==> src/rtl/mult_div_pkg.sv <==
// Shared types and constants for the iterative signed multiply/divide unit.
package mult_div_pkg;

  localparam int unsigned WIDTH_DEFAULT = 32;

  localparam logic OP_MULT = 1'b0;
  localparam logic OP_DIV  = 1'b1;

  typedef enum logic [1:0] {
    StIdle,
    StMul,
    StDiv,
    StFin
  } state_e;

endpackage

==> src/rtl/mult_div_step.sv <==
// One combinational iteration: a radix-2 Booth step or a restoring-division step.
// Accumulator layout, multiply: {p_hi[WIDTH:0], p_lo[WIDTH-1:0], q_m1}.
// Accumulator layout, divide:   {1'b0, rem[WIDTH-1:0], quo[WIDTH-1:0], 1'b0}.
module mult_div_step
  import mult_div_pkg::*;
#(
  parameter int unsigned WIDTH = WIDTH_DEFAULT
) (
  input  logic               op,
  input  logic [2*WIDTH+1:0] acc,
  input  logic [WIDTH-1:0]   operand,
  output logic [2*WIDTH+1:0] acc_next,
  output logic               q_bit
);

  localparam int unsigned AW = 2 * WIDTH + 2;

  logic [WIDTH:0]   p_hi;
  logic [WIDTH:0]   p_hi_sum;
  logic [WIDTH:0]   operand_sx;
  logic [AW-1:0]    mul_next;
  logic [WIDTH-1:0] rem;
  logic [WIDTH-1:0] quo;
  logic [WIDTH:0]   rem_shift;
  logic [WIDTH-1:0] diff;
  logic             fits;
  logic [WIDTH-1:0] rem_new;
  logic [AW-1:0]    div_next;

  always_comb begin
    // Booth: one extra bit on p_hi so subtracting the most negative operand cannot overflow
    p_hi       = acc[AW-1 -: WIDTH+1];
    operand_sx = {operand[WIDTH-1], operand};
    case (acc[1:0])
      2'b01:   p_hi_sum = p_hi + operand_sx;
      2'b10:   p_hi_sum = p_hi - operand_sx;
      default: p_hi_sum = p_hi;
    endcase
    mul_next = {p_hi_sum[WIDTH], p_hi_sum, acc[WIDTH:1]};

    // Restoring division on magnitudes; rem < operand, so the difference fits in WIDTH bits
    rem       = acc[2*WIDTH -: WIDTH];
    quo       = acc[WIDTH:1];
    rem_shift = {rem, quo[WIDTH-1]};
    fits      = rem_shift >= {1'b0, operand};
    diff      = rem_shift[WIDTH-1:0] - operand;
    rem_new   = fits ? diff : rem_shift[WIDTH-1:0];
    // Quotient LSB is left clear; the caller merges q_bit into it.
    div_next  = {1'b0, rem_new, quo[WIDTH-2:0], 1'b0, 1'b0};

    acc_next = (op == OP_DIV) ? div_next : mul_next;
    q_bit    = (op == OP_DIV) & fits;
  end

endmodule

==> src/rtl/mult_div_ctrl.sv <==
// Sequential signed multiply/divide unit with HI/LO result registers.
// Fixed latency: done pulses in the cycle after the 33rd edge following an accepted start.
module mult_div_ctrl
  import mult_div_pkg::*;
#(
  parameter int unsigned WIDTH = WIDTH_DEFAULT,
  parameter int unsigned CNT_W = 6
) (
  input  logic             clock,
  input  logic             reset,
  input  logic             start,
  input  logic             op,
  input  logic [WIDTH-1:0] a,
  input  logic [WIDTH-1:0] b,
  output logic             busy,
  output logic             done,
  output logic             div_zero,
  output logic [WIDTH-1:0] hi,
  output logic [WIDTH-1:0] lo
);

  localparam int unsigned AW = 2 * WIDTH + 2;

  state_e           state_q, state_d;
  logic [CNT_W-1:0] cnt_q, cnt_d;
  logic [AW-1:0]    acc_q, acc_d;
  logic [WIDTH-1:0] opnd_q, opnd_d;
  logic             op_q, op_d;
  logic             neg_a_q, neg_a_d;
  logic             neg_b_q, neg_b_d;
  logic             done_q, done_d;
  logic             dz_q, dz_d;
  logic [WIDTH-1:0] hi_q, hi_d;
  logic [WIDTH-1:0] lo_q, lo_d;

  logic [AW-1:0]    acc_step;
  logic             q_bit;
  logic [WIDTH-1:0] abs_a;
  logic [WIDTH-1:0] abs_b;
  logic [WIDTH-1:0] res_hi;
  logic [WIDTH-1:0] res_lo;
  logic             last_iter;

  mult_div_step #(
    .WIDTH (WIDTH)
  ) u_step (
    .op       (state_q == StDiv),
    .acc      (acc_q),
    .operand  (opnd_q),
    .acc_next (acc_step),
    .q_bit    (q_bit)
  );

  always_ff @(posedge clock or posedge reset) begin
    if (reset) begin
      state_q <= StIdle;
      cnt_q   <= '0;
      acc_q   <= '0;
      opnd_q  <= '0;
      op_q    <= 1'b0;
      neg_a_q <= 1'b0;
      neg_b_q <= 1'b0;
      done_q  <= 1'b0;
      dz_q    <= 1'b0;
      hi_q    <= '0;
      lo_q    <= '0;
    end else begin
      state_q <= state_d;
      cnt_q   <= cnt_d;
      acc_q   <= acc_d;
      opnd_q  <= opnd_d;
      op_q    <= op_d;
      neg_a_q <= neg_a_d;
      neg_b_q <= neg_b_d;
      done_q  <= done_d;
      dz_q    <= dz_d;
      hi_q    <= hi_d;
      lo_q    <= lo_d;
    end
  end

  always_comb begin
    abs_a     = a[WIDTH-1] ? (~a + 1'b1) : a;
    abs_b     = b[WIDTH-1] ? (~b + 1'b1) : b;
    res_hi    = acc_q[2*WIDTH:WIDTH+1];
    res_lo    = acc_q[WIDTH:1];
    last_iter = cnt_q == CNT_W'(WIDTH - 1);

    state_d = state_q;
    cnt_d   = cnt_q;
    acc_d   = acc_q;
    opnd_d  = opnd_q;
    op_d    = op_q;
    neg_a_d = neg_a_q;
    neg_b_d = neg_b_q;
    done_d  = 1'b0;
    dz_d    = dz_q;
    hi_d    = hi_q;
    lo_d    = lo_q;

    unique case (state_q)
      StIdle: begin
        if (start) begin
          op_d    = op;
          cnt_d   = '0;
          dz_d    = 1'b0;
          neg_a_d = a[WIDTH-1];
          neg_b_d = b[WIDTH-1];
          if (op == OP_MULT) begin
            acc_d   = {{(WIDTH + 1){1'b0}}, b, 1'b0};
            opnd_d  = a;
            state_d = StMul;
          end else begin
            acc_d   = {1'b0, {WIDTH{1'b0}}, abs_a, 1'b0};
            opnd_d  = abs_b;
            state_d = StDiv;
          end
        end
      end
      StMul, StDiv: begin
        if (state_q == StDiv && opnd_q == '0) begin
          dz_d    = 1'b1;
          state_d = StFin;
        end else begin
          acc_d = acc_step | {{(AW - 2){1'b0}}, q_bit, 1'b0};
          cnt_d = cnt_q + 1'b1;
          if (last_iter) state_d = StFin;
        end
      end
      StFin: begin
        state_d = StIdle;
        done_d  = 1'b1;
        if (!dz_q) begin
          if (op_q == OP_MULT) begin
            hi_d = res_hi;
            lo_d = res_lo;
          end else begin
            // Truncating division: remainder follows the dividend's sign
            lo_d = (neg_a_q ^ neg_b_q) ? (~res_lo + 1'b1) : res_lo;
            hi_d = neg_a_q ? (~res_hi + 1'b1) : res_hi;
          end
        end
      end
      default: state_d = StIdle;
    endcase
  end

  always_comb begin
    busy     = state_q != StIdle;
    done     = done_q;
    div_zero = dz_q;
    hi       = hi_q;
    lo       = lo_q;
  end

endmodule

==> config.mk <==
export PLATFORM = sky130hd
export DESIGN_NAME = mult_div_ctrl
export DESIGN_NICKNAME = d
export VERILOG_FILES = /design/src/rtl/mult_div_pkg.sv /design/src/rtl/mult_div_step.sv /design/src/rtl/mult_div_ctrl.sv
export SDC_FILE = /design/constraint.sdc
export NUM_CORES = 1
export LEC_CHECK = 0
export CAP_MARGIN = 0
export CORE_AREA = 2 2 171 173
export CTS_CLUSTER_SIZE = 14
export DETAILED_ROUTE_END_ITERATION = 8
export DIE_AREA = 0 0 173 175
export HOLD_SLACK_MARGIN = 0.05
export PLACE_DENSITY = 0.78
export SLEW_MARGIN = 15
export SYNTH_ARGS = -nofsm -noshare
export SYNTH_HDL_FRONTEND = slang
export SYNTH_SLANG_ARGS = --single-unit
==> constraint.sdc <==
create_clock -name clock -period 5.7 [get_ports clock]
set_input_delay 1.14 -clock clock [delete_from_list [all_inputs] [get_ports clock]]
set_output_delay 1.14 -clock clock [all_outputs]
set_load 0.005 [all_outputs]
==> impl_results.rst, run 1 <==
.. list-table::
   :header-rows: 1

   * - Metric
     - Value
   * - Post-synth top flop
     - dfrtp_1
   * - # placed instances
     - 2368
   * - Dominant cells by area after synthesis
     - dfrtp_1 29%, o21ai_0 8.1%, ha_1 6.2%
   * - Floorplan die area
     - 0.03028 mm^2
   * - Share of layout cells above drive strength 1
     - 0.04216
   * - Async SR Flop Fraction
     - 1.000
   * - Proportion of netlist area held by the largest area contributor
     - 0.2880
   * - Slew HR
     - 0.1855
   * - Total track usage
     - 0.3067
   * - Total negative slack for setup checks
     - 0 ps
   * - Worst r2r dst
     - acc_q[64]
   * - Number of flip-flops and latches in the synthesized netlist
     - 175
   * - Cell Chain, Critical Path
     - nor2_1 -> nand3_1 -> nor3_1 -> and2_1 -> a31oi_1 -> o21bai_1 -> xnor2_1 -> ha_1 -> a21oi_1 -> o21bai_1 -> a221oi_1 -> nand3_1 -> a31oi_1 -> o2111ai_1 -> a21o_1 -> a21o_1 -> a21oi_1 -> a211o_1
   * - Class of the most critical hold timing path
     - reg -> reg
   * - Worst Setup Path Type
     - reg -> reg
   * - Clock transition at path regs
     - 80 ps
   * - Number of flops mapped to enable cells by yosys
     - 0
   * - Initial standard-cell utilization of the core
     - 0.5356
   * - Count of mapped cells out of synthesis
     - 1965
   * - Avg Inst Size Synth
     - 7.738 um^2
   * - Largest stage delay on the critical path
     - 420 ps
   * - Biggest fanout along the worst timing path
     - 7
   * - Hold Startpoint
     - hi[11]
   * - Netlist Area Pre-Place
     - 0.01521 mm^2
   * - Clock tree from TritonCTS
     - built
   * - Final hold violation count
     - 0
   * - Capturing element type of the critical path
     - flop
   * - Vias in the first global route
     - approximately 14000
   * - First-pass GRT wire length
     - 74300 um
   * - Buf+Inv Stages, Crit Path
     - 0
   * - Highest clock frequency the design can meet
     - 215.9 MHz
   * - Worst path depth
     - 18
   * - Num CTS Buffers
     - 17
   * - Hold Buf Count CTS
     - 0
   * - Number of diodes added for antenna fixing
     - 0
   * - Number of antenna violations at the first check in global routing
     - 1
   * - Min-Delay Path Depth
     - 2
   * - Worst r2r path cells
     - 18
   * - Y dimension of the die
     - 175 um
   * - Pin count of the biggest net entering global routing
     - 176
   * - Drt first-iter violations
     - between 1000 and 1500
   * - Final cell count without fillers
     - 2400
   * - Total grt overflow
     - 0
   * - Result of the run
     - completed
   * - Most frequent cells in the layout
     - 249 x nand2_1, 246 x o21ai_0, 183 x a21oi_1
   * - Max clock buf depth
     - 2
   * - Placeable core region
     - about 0.028 mm^2
   * - Drt pass-1 iters
     - 5
   * - Final critical-path share of the clock period
     - 0.8127
   * - Post CTS Setup Buffer Count
     - 0
   * - DRC
     - 0
   * - Reg-to-reg startpoint
     - opnd_q[2]
   * - Arrival time at the worst endpoint
     - between 5000 and 6000 ps
   * - DP HPWL
     - approximately 36000 um
   * - Wire per inst
     - 19.49 um
   * - Total wire length after detailed routing
     - 46780 um
   * - Buffer type at the clock tree root
     - clkbuf_16
   * - Final slew viol count
     - 0
   * - Synthesis warning total
     - 0
   * - Number of setup violations in the final report
     - 0
   * - Number of vias after detailed routing
     - ~15000
   * - # nets final
     - 2148
   * - Die width
     - between 150 and 200 um
   * - I/O pin cnt
     - 135
   * - Sequential cell area in the final layout
     - 0.004379 mm^2
   * - Launching element type of the critical path
     - flop
   * - Area taken by multi-input logic gates
     - 0.01007 mm^2
   * - Synthesis-to-finish area growth
     - 13.49%
   * - Worst setup slack for register-to-register paths
     - 1070 ps
   * - Floorplan row count
     - 62
   * - Clock sink count
     - 175
   * - Clock skew
     - 21.16 ps
   * - Max-capacitance violation count
     - 0
   * - Filler cell count in the final layout
     - around 2600
   * - Routed vias/inst
     - 6.095
   * - Sequential area share after synthesis
     - 0.2880
   * - Post-cts sizing count
     - 0
   * - CTS HTree Levels
     - 4
   * - Yosys cell types
     - 77
   * - Routability-driven placement congestion ratio
     - between 0.9 and 1
   * - Destination of the worst hold path
     - hi[11]
   * - Count of input and output buffers
     - 134
   * - Most common cell after layout, fill and taps aside
     - nand2_1
   * - Clock Latency Late Sink
     - around 460 ps
   * - Setup repair after global routing missed its margin
     - false
   * - Worst endpoint required time
     - 6090 ps
   * - Cell family with most CP delay
     - compound AO/OA/AOI/OAI gates
   * - Most area-hungry cell type in the Yosys netlist
     - dfrtp_1
   * - Final critical path time including I/O delays and setup
     - 4632 ps
   * - Final antenna-violating net count
     - 0
   * - Slew at the pin closest to its max-slew limit
     - 1218 ps
   * - Critical path's slowest cell
     - dfrtp_1
   * - Syn nets
     - 2110
==> Yosys cell counts (12+ instances only) <==
cell      count
nor2_1      157
a32o_1       12
a211oi_1     16
nand2_1     250
a21oi_1     183
mux2i_1      47
a21o_1       32
clkbuf_1    110
nand2b_1     18
o211ai_1     19
o41ai_1      13
xnor2_1     103
nand3_1      26
nor3_1       22
ha_1         75
nor4_1       19
nand4_1      18
inv_1        65
nor2b_1      14
o21ai_0     246
dfrtp_1     175
o31ai_1      20
o21bai_1     12
xor2_1      103
a31oi_1      16
==> layer usage <==
metal  vias up  share of wire  track usage
met5         -        0.00028            0
met4         2          0.047       0.1529
met2       560           0.45       0.4993
li1       7074              -            -
met1      6878           0.43       0.3959
met3       115          0.066      0.05091
==> area by class of cell <==
| class | count | share of cell area |
|---|---|---|
| clock buffers | 17 | 0.02465 |
| clock inverters | 15 | 0.009571 |
| inverters | 66 | 0.01457 |
| multi-input cells | 1593 | 0.5837 |
| flip-flops and latches | 175 | 0.2538 |
| well taps | 384 | 0.02784 |
| repair buffers | 150 | 0.08585 |
==> flip-flops by register name, summed over array words and instances, names as in the netlist <==
name,cells
acc_q,66
cnt_q,6
div_zero,1
done,1
hi,32
lo,32
neg_a_q,1
neg_b_q,1
op_q,1
opnd_q,32
state_q,2
==> cells by family (layout without fill, tap and decap cells) <==
logic type	count (synthesis)	in the layout	share of synthesized area
AO/OA/AOI/OAI	654	654	0.2582
flip-flops	175	175	0.2880
AND/OR/NAND/NOR	599	599	0.1818
buffers and inverters	197	248	0.05060
adder cells (fa/ha/maj)	77	77	0.06435
XOR/XNOR	206	206	0.1187
multiplexers	57	57	0.03834
==> worst reg2reg max path: cells and delay by family (launching register included) <==
| family | cells | cell delay [ps] |
|---|---|---|
| adder cells (fa/ha/maj) | 1 | 360 |
| AND/OR/NAND/NOR | 5 | 1200 |
| flip-flops | 1 | 420 |
| AO/OA/AOI/OAI | 11 | 2360 |
| XOR/XNOR | 1 | 230 |
==> worst max path at each step <==
stage,from,endpoint,slack (ps)
floorplan,opnd_q[6],acc_q[64],1770
global placement,a[7],acc_q[29],1240
detailed placement,a[7],acc_q[29],1150
CTS,opnd_q[2],acc_q[64],1150
global route,opnd_q[2],acc_q[64],670
finish,opnd_q[2],acc_q[64],1070
==> through the flow <==
stage                     utilization  hold slack, ps  setup WS (ps)  cell area [um^2]
final                          0.6078           479.2           1068             17260
after global routing           0.6078           502.1          668.2             17260
after CTS                      0.6078           485.0           1153             17260
after detailed placement       0.5870           468.8           1154             16670
after global placement         0.5870           460.4           1240             16670
after floorplan                     -           465.9           1769             15210
Power of run 1 is not shown: default switching activity piles up to over one toggle a cycle in this logic, so the estimate is an artifact.
==> run 2: changes to the inputs <==
==> constraint.sdc (replaced) <==
create_clock -name clock -period 3.87 [get_ports clock]
set_input_delay 0.774 -clock clock [delete_from_list [all_inputs] [get_ports clock]]
set_output_delay 0.774 -clock clock [all_outputs]
set_load 0.005 [all_outputs]
==> impl_results.rst, run 2 (synthesized netlist as in run 1, its figures left out) <==
.. list-table::
   :header-rows: 1

   * - Metric
     - Value
   * - Most frequent cells in the layout
     - 248 x nand2_1, 238 x o21ai_0, 202 x buf_4
   * - Total wire length after detailed routing
     - 49710 um
   * - Final cell count without fillers
     - ~2600
   * - Drt first-iter violations
     - 1277
   * - Launching element type of the critical path
     - flop
   * - Share of layout cells above drive strength 1
     - 0.1516
   * - Class of the most critical hold timing path
     - reg -> reg
   * - Clock sink count
     - around 180
   * - Biggest fanout along the worst timing path
     - 6
   * - Worst r2r path cells
     - 20
   * - I/O pin cnt
     - around 140
   * - Final slew viol count
     - 0
   * - DP HPWL
     - 37890 um
   * - Clock transition at path regs
     - 80 ps
   * - Most flop-heavy register
     - acc_q
   * - Final antenna-violating net count
     - 0
   * - Pin count of the biggest net entering global routing
     - 129
   * - Routability-driven placement congestion ratio
     - 1.024
   * - Most common cell after layout, fill and taps aside
     - nand2_1
   * - Area taken by multi-input logic gates
     - 0.01042 mm^2
   * - Clock tree from TritonCTS
     - built
   * - First-pass GRT wire length
     - 77370 um
   * - Max-capacitance violation count
     - 0
   * - Die width
     - 173 um
   * - # placed instances
     - around 2600
   * - Total negative slack for setup checks
     - 0 ps
   * - Max clock buf depth
     - 2
   * - CTS HTree Levels
     - 4
   * - Result of the run
     - completed
   * - Number of diodes added for antenna fixing
     - 0
   * - Floorplan row count
     - 62
   * - Arrival time at the worst endpoint
     - 4130 ps
   * - Number of setup violations in the final report
     - 0
   * - Setup repair after global routing missed its margin
     - true
   * - Hold slack
     - 478.2 ps
   * - Vias in the first global route
     - 14870
   * - Placeable core region
     - between 0.02 and 0.03 mm^2
   * - Slew at the pin closest to its max-slew limit
     - approximately 1100 ps
   * - Capturing element type of the critical path
     - flop
   * - Count of input and output buffers
     - 134
   * - Flip-flop count of the largest register, all copies and words added
     - 66
   * - Final core utilization
     - 0.6743
   * - Final critical path time including I/O delays and setup
     - around 3800 ps
   * - Worst r2r dst
     - acc_q[59]
   * - Total track usage
     - 0.3181
   * - Wire per inst
     - 19.16 um
   * - Filler cell count in the final layout
     - 2389
   * - Worst Setup Path Type
     - reg -> reg
   * - Reg-to-reg startpoint
     - opnd_q[9]
   * - Hold Startpoint
     - hi[17]
   * - Min-Delay Path Depth
     - 2
   * - Number of vias after detailed routing
     - roughly 16000
   * - # nets final
     - 2342
   * - Final critical-path share of the clock period
     - 0.9798
   * - Worst endpoint required time
     - about 4200 ps
   * - Number of antenna violations at the first check in global routing
     - 0
   * - Slew HR
     - 0.2737
   * - Routed vias/inst
     - ~6
   * - Drt pass-1 iters
     - 5
   * - Initial standard-cell utilization of the core
     - 0.5356
   * - DRC
     - 0
   * - Final hold violation count
     - 0
   * - Sequential cell area in the final layout
     - 0.004379 mm^2
   * - Destination of the worst hold path
     - hi[17]
   * - Synthesis-to-finish area growth
     - 25.90%
   * - Buffer type at the clock tree root
     - clkbuf_16
   * - Floorplan die area
     - 0.03028 mm^2
   * - Worst setup slack for register-to-register paths
     - 80 ps
   * - Clock Latency Late Sink
     - between 400 and 500 ps
   * - Total grt overflow
     - 0
   * - Num CTS Buffers
     - 17
   * - Highest clock frequency the design can meet
     - around 260 MHz
   * - Y dimension of the die
     - 175 um
   * - Clock skew
     - between 20 and 25 ps
run 2: how the worst max path moves through the flow:
| stage | startpoint | endpoint | slack, ps | cells past startpoint |
|---|---|---|---|---|
| floorplan | opnd_q[6] | acc_q[64] | 30 | 18 |
| global placement | opnd_q[2] | acc_q[63] | -50 | 18 |
| detailed placement | a[7] | acc_q[32] | -120 | 12 |
| CTS | opnd_q[2] | acc_q[62] | 4 | 22 |
| global route | opnd_q[9] | acc_q[62] | -110 | 20 |
| finish | opnd_q[9] | acc_q[59] | 80 | 20 |
run 2: per-stage QoR:
step,area [um^2],worst slack (ps)
2_1_floorplan,15220,29.83
3_3_place_gp,18110,-45.64
3_5_place_dp,18110,-120.3
4_1_cts,18770,4.097
5_1_grt,19140,-110.6
6_report,19140,78.14
run 2: what timing repair did:
item / 4_1_cts / 5_1_grt
gates resized for setup: 11 / 67
pin swaps: 2 / 39
setup endpoints to repair: 7 / 21
setup buffers: 1 / 8
gates cloned: 0 / 1
hold buffers: 0 / 0
run 2: worst max-delay path, stage by stage, from the launching register on:
cell	delay, ps
dfrtp_1	410
nor4_4	310
and4_4	270
and2_4	160
buf_4	110
buf_4	100
nor2_1	40
xnor2_1	260
ha_2	370
buf_4	160
nand2_1	80
nor2_1	50
a21oi_1	120
nor2_1	90
a21oi_4	180
a31oi_4	110
buf_4	170
a311oi_2	250
a41o_1	130
a221oi_1	70
a22o_1	240
run 2: layer usage:
| metal | wire, um | vias up | global-route usage |
|---|---|---|---|
| met5 | 0 | - | 0 |
| met4 | 1924 | 0 | 0.1314 |
| met3 | 3894 | 129 | 0.05635 |
| met2 | 23670 | 646 | 0.5385 |
| met1 | 20220 | 7485 | 0.4019 |
| li1 | - | 7467 | - |
run 2: final cells by class:
class	count	area share
multi-input combinational	1593	0.5441
tap	384	0.02510
sequential	175	0.2287
timing repair buffer	344	0.1572
clock buffer	17	0.02222
clock inverter	15	0.009542
inverter	66	0.01314
Power of run 2 is left out for the same reason.
==> run 3: changes to the inputs <==
--- a/config.mk
+++ b/config.mk
@@ -5,7 +5,6 @@
 export SDC_FILE = /design/constraint.sdc
 export NUM_CORES = 1
 export LEC_CHECK = 0
-export CAP_MARGIN = 0
 export CORE_AREA = 2 2 171 173
 export CTS_CLUSTER_SIZE = 14
 export DETAILED_ROUTE_END_ITERATION = 8
==> results of run 3 <==
Final layout, timing and power as in run 2 (identical DEF).
Power of run 3 is left out for the same reason.
